## src/rtl/mem_arbiter.sv

```systemverilog
// Single-port memory arbiter between an instruction-fetch and a data (load/store) requester.
// Data has priority; fetch is forced through after STARVE_LIMIT consecutive losses.
module mem_arbiter #(
  parameter int DATA_W       = 16,
  parameter int ADDR_W       = 16,
  parameter int STARVE_LIMIT = 3
) (
  input  logic              clk,
  input  logic              reset,
  input  logic              if_req,
  input  logic [ADDR_W-1:0] if_addr,
  output logic              if_gnt,
  output logic              if_valid,
  output logic [DATA_W-1:0] if_rdata,
  input  logic              d_req,
  input  logic              d_we,
  input  logic [ADDR_W-1:0] d_addr,
  input  logic [DATA_W-1:0] d_wdata,
  output logic              d_gnt,
  output logic              d_valid,
  output logic [DATA_W-1:0] d_rdata,
  output logic              mem_en,
  output logic              mem_we,
  output logic [ADDR_W-1:0] mem_addr,
  output logic [DATA_W-1:0] mem_wdata,
  input  logic [DATA_W-1:0] mem_rdata
);

  typedef enum logic [1:0] {IDLE, FETCH, DATA} state_e;

  localparam logic [3:0] LIMIT = 4'(STARVE_LIMIT);

  state_e     state_q;
  logic       store_q;
  logic [3:0] starve_q;
  logic [3:0] starve_d;
  logic       force_fetch;

  // Grants are gated by reset so every output is 0 while reset is held low.
  always_comb begin
    force_fetch = if_req && (starve_q == LIMIT);
    d_gnt       = reset && d_req && !force_fetch;
    if_gnt      = reset && if_req && !d_gnt;
    starve_d    = (if_req && !if_gnt) ? starve_q + 4'd1 : 4'd0;
  end

  always_comb begin
    mem_en    = 1'b0;
    mem_we    = 1'b0;
    mem_addr  = '0;
    mem_wdata = '0;
    if (d_gnt) begin
      mem_en    = 1'b1;
      mem_we    = d_we;
      mem_addr  = d_addr;
      mem_wdata = d_wdata;
    end else if (if_gnt) begin
      mem_en   = 1'b1;
      mem_addr = if_addr;
    end
  end

  // Owner of the previous cycle's grant; the response is returned while owning.
  always_ff @(posedge clk or negedge reset) begin
    if (!reset) begin
      state_q  <= IDLE;
      store_q  <= 1'b0;
      starve_q <= 4'd0;
    end else begin
      starve_q <= starve_d;
      store_q  <= d_gnt && d_we;
      if (if_gnt)     state_q <= FETCH;
      else if (d_gnt) state_q <= DATA;
      else            state_q <= IDLE;
    end
  end

  always_comb begin
    if_valid = (state_q == FETCH);
    d_valid  = (state_q == DATA);
    if_rdata = if_valid ? mem_rdata : '0;
    d_rdata  = (d_valid && !store_q) ? mem_rdata : '0;
  end

endmodule

```

## config.mk

```make
export PLATFORM = sky130hd
export DESIGN_NAME = mem_arbiter
export DESIGN_NICKNAME = d
export VERILOG_FILES = /design/src/rtl/mem_arbiter.sv
export SDC_FILE = /design/constraint.sdc
export NUM_CORES = 1
export LEC_CHECK = 0
export ABC_AREA = 0
export BUFFER_PORTS_ARGS = -buffer_cell sky130_fd_sc_hd__buf_2
export CORE_ASPECT_RATIO = 0.6
export CORE_MARGIN = 2
export CORE_UTILIZATION = 30
export DETAILED_ROUTE_END_ITERATION = 8
export PLACE_DENSITY = 0.85
export SLEW_MARGIN = 20
export SYNTH_ARGS = -nofsm -noshare
export SYNTH_HDL_FRONTEND = slang
export SYNTH_SLANG_ARGS = --single-unit
```

## constraint.sdc

```tcl
create_clock -name clk -period 4.7 [get_ports clk]
set_input_delay 0.47 -clock clk [delete_from_list [all_inputs] [get_ports clk]]
set_output_delay 0.47 -clock clk [all_outputs]
set_load 0.05 [all_outputs]
```

# [Yosys cells after proc, flatten, opt, wreduce, memory -nomap -nowiden]
# Cells that the tools add are included.
[totals] register_bits=7 wordCells=30
[op_classes] n_mux=11 reduce_logical=12 n_addsub=1 n_eq_ne=3
[ops] operator="two-way mux 16 bit" count=5
[ops] operator="logical AND 1 bit" count=8
[ops] operator="adder 4 x 1 -> 4 bit, second input constant" count=1
[ops] operator="== test 4 x 2 -> 1 bit, second input constant" count=1
[ops] operator="logical NOT 1 bit" count=4
[ops] operator="two-way mux 2 bit" count=2
[ops] operator="two-way mux 4 bit" count=1
[ops] operator="two-way mux 1 bit" count=3
[ops] operator="== test 2 x 1 -> 1 bit, second input constant" count=1
[ops] operator="== test 2 bit, second input constant" count=1

# [Logic depth before layout (Yosys ltp)]
[depth] depth_word=9 ltp_mapped=6 mapped_depth_nobuf=4

# [Worst setup path before layout]
# OpenSTA, ideal clock, no wires.
[synth_path] path_kind="register to output" startpoint="register state_q[0]" endpoint="output d_rdata[10]" path_stages_with_launch=5 setup_slack_ns=2.207 arrival_ns=2.023 required_time_ns=4.230 path_buffers=1 path_cell_list="dfrtp_1 -> nor2b_1 -> and2b_1 -> clkbuf_1 -> and2_1"
[synth_via] elab_chain_cells=3
[synth_lines] item="from (decl)" line="33" source="state_e state_q;"
[synth_lines] item="from (signal assigned)" line="66" source="state_q <= IDLE;"
[synth_lines] item="from (signal assigned)" line="72" source="if (if_gnt) state_q <= FETCH;"
[synth_lines] item="from (signal assigned)" line="73" source="else if (d_gnt) state_q <= DATA;"
[synth_lines] item="== test 2 bit" line="80" source="d_valid = (state_q == DATA);"
[synth_lines] item="via d_valid" line="20" source="output logic d_valid,"
[synth_lines] item="logical AND 1 bit" line="82" source="d_rdata = (d_valid && !store_q) ? mem_rdata : '0;"
[synth_lines] item="two-way mux 16 bit" line="82"
[synth_lines] item="to (decl)" line="21" source="output logic [DATA_W-1:0] d_rdata,"
# The timed path passes the listed nets, and every way through them passes these cells.

# [Worst setup path after layout]
[layout_path] startpoint="register starve_q[0]" endpoint="output mem_addr[6]"
[layout_via] elab_chain_cells=8
[layout_lines] item="from (decl)" line="35" source="logic [3:0] starve_q;"
[layout_lines] item="from (signal assigned)" line="70" source="starve_q <= starve_d;"
[layout_lines] item="== test 4 x 2 -> 1 bit *" line="41" source="force_fetch = if_req && (starve_q == LIMIT);"
[layout_lines] item="logical AND 1 bit *" line="41"
[layout_lines] item="logical NOT 1 bit *" line="42" source="d_gnt = reset && d_req && !force_fetch;"
[layout_lines] item="logical AND 1 bit *" line="42"
[layout_lines] item="logical NOT 1 bit" line="43" source="if_gnt = reset && if_req && !d_gnt;"
[layout_lines] item="logical AND 1 bit" line="43"
[layout_lines] item="two-way mux 16 bit" line="57" source="end else if (if_gnt) begin"
[layout_lines] item="two-way mux 16 bit *" line="52" source="if (d_gnt) begin"
[layout_lines] item="to (decl)" line="24" source="output logic [ADDR_W-1:0] mem_addr,"
# Every way passes the cells marked *; elsewhere a longest branch is shown, timed or not.

==> results.ini <==
[grt]
grt_max_degree = 35
grt_most_used_layer = met2
grt_use_total_pct = 16.94
use_met3_pct = 4.204
use_met1_pct = 21.87
grt_util_met2_pct = 29.19
grt_overflow = 0
grt_pass1_wl_um = 4333
grt_pass1_vias = 937
antenna_found_initial = 0

[setup_path]
required_ns = 4.23
r2r_setup_slack_ns = 3.03
critPathSlowestCell = o211a_1
crit_type = reg2out
rr_endpoint = store_q$_DFF_PN0_
slowest_delay_ns = 0.54
crit_fanout = 18
crit_buf_inv = 1
ff2ff_path_depth = 5
cp_cell_sequence = ha_1 > nor3b_4 > o211a_1 > a22o_2 > buf_2
startpoint_type = flip-flop
critPathCaptureType = output pin
cp.arrival_ns = 2.12
crit_family = compound AO/OA/AOI/OAI gates
regToRegStartpoint = starve_q[0]$_DFF_PN0_

[routing]
wl_per_cell_um = 12.52
firstDrtPassIters = 4
vias_per_cell = 4.435
route.detailed.drc = 0
wl_um = 3369
ant_nets = 0
vias = 1193
drt_iter0_drc = 42

[finish]
drive_above_1_share_pct = 67.23
area_growth_pct = 84.62
instances_no_fill = 269
nNetsFinal = 306
n_antenna_cell = 0

[power_and_ir_drop]
p_total_uw = 334.8
power_per_cell_area_nw_per_um2 = 210.4
p_leak_nw = 1.052
peakVddDrop_v = 0.0002011

[sta]
maxClockFrequency_mhz = 385.5
setup_ws_ns = 2.106
finalCriticalPeriod_ns = 2.594
slew_headroom_pct = 50.39
finalSetupViolCount = 0
worst_pin_slew_ns = 0.7426
slew_viol_final = 0
fin_crit_sh_pct = 55.19
timing.hold.ws_ns = 0.08785
finalHoldViolCount = 0
rsz0062_at_grt = false
fin_skew_ns = 0.003786
tns_ns = 0

[run_status]
outcome = finished clean

[yosys]
syn_nets = 169
netlist_area_um2 = 862.1
synth_commonest_cells = 49 x and2_1, 14 x a22o_2, 7 x dfrtp_1, 5 x buf_6
yosysWarnings = 0
synthCells = 99
synth_most_common_cell = and2_1
ys_top_cells_by_area = and2_1 36%, dfrtp_1 20%, a22o_2 16%
async_flop_share_pct = 100.0
syn_area_per_cell_um2 = 8.708
synth-seq-area-share_pct = 20.32
yosysTopAreaCell = and2_1
ys.flop_type = dfrtp_1
ys_ff_latch = 7
netlist.area_leader.share_pct = 35.56
synth_cell_types = 21
synth_edf_count = 0

[clocking]
post_cts_buffers = 0
cts_inserted_buffers = 3
clkTransAtPathRegs_ns = 0.04
h-tree-depth = 1
root_buffer = clkbuf_8
clkSinkCount = 7
ctsHoldBuffers = 0
cts_resized = 0
clk-insertion-delay-late_ns = 0.23
cts_buffer_depth = 2
cts_tree = done

[place]
dpl.hpwl_um = 2852
dp.cells = 264
dp_slack_ns = 1.968
gp_congestion = 0.6883
io_buffers = 138

[die]
dieArea_um2 = 3332
io-pin-count = 139
core_um2 = 2796
start_util_pct = 30.83
rows = 15
die_w_um = 73.21
dieHeight_um = 45.52

[min_path]
min_path_type = in2async

[flow_run]
drv_cap = 0

[state kept, by name (all words and copies together) (netlist names)]
name and flops:
starve_q 4, state_q 2, store_q 1
[area by class of cell]
type                    count  area, um2
clock buffers               4      45.04
fillers                   260       1205
inverters                   3      11.26
multi-input cells          82      611.8
flip-flops and latches      7      175.2
well taps                  34      42.54
repair buffers            139      705.7
[layer usage]
metal,part of all wire (%),routed length (um),up-vias
li1,-,-,607
met1,40,1332,535
met2,53,1784,49
met3,7.2,241,2
met4,0.30,10,0
met5,0,0,-
[worst max-delay path by stage]
| stage | startpoint | end | slack (ns) | cells past startpoint |
|---|---|---|---|---|
| floorplan | state_q[0]$_DFF_PN0_ | d_rdata[10] | 2.21 | 4 |
| global placement | reset | mem_addr[5] | 2.04 | 5 |
| detailed placement | starve_q[0]$_DFF_PN0_ | mem_addr[6] | 1.97 | 5 |
| CTS | starve_q[0]$_DFF_PN0_ | mem_addr[6] | 1.73 | 5 |
| global route | starve_q[0]$_DFF_PN0_ | mem_addr[13] | 1.96 | 5 |
| finish | starve_q[0]$_DFF_PN0_ | mem_addr[6] | 2.11 | 5 |
[cells in the final DEF (no fill, tap or decap), drive strengths merged, types with 2 or more instances in the layout]
master,synthesis,routed
buf,5,139
a22o,16,16
and3,3,3
nor2b,2,2
clkbuf,2,4
a211oi,2,2
and2,49,49
inv,3,3
nor3b,2,2
dfrtp,7,7
[logic make-up after synthesis]
family / Yosys count / share of synthesized area (%)
xor gates and xnor gates: 2 / 2.032
adders and majority gates: 1 / 1.451
and+or+nand+nor: 58 / 43.69
AOI/OAI and AO/OA: 21 / 23.80
DFF: 7 / 20.32
buffers and inverters: 10 / 8.708
[worst register-to-register path, delay by kind of cell (launching register included)]
family | cells | cell delay [ns]
AOI/OAI and AO/OA | 1 | 0.41
DFF | 1 | 0.39
and+or+nand+nor | 2 | 0.34
adders and majority gates | 1 | 0.23
buffers and inverters | 1 | 0.23
[metrics by stage]
stage | area, um2 | utilization [%]
after CTS | 1577 | 56.38
after global placement | 1531 | 54.77
after detailed placement | 1531 | 54.77
after floorplan | 862.1 | -
after global routing | 1592 | 56.91
final | 1592 | 56.91
[power by group]
group	internal (mW)	total, mW	switching [mW]
clock	0.0586	0.0836	0.0250
combinational	0.0569	0.186	0.129
sequential	0.0633	0.0650	0.00174
total	0.179	0.335	0.156
No activity file was read; power rests on OpenSTA's default activity.
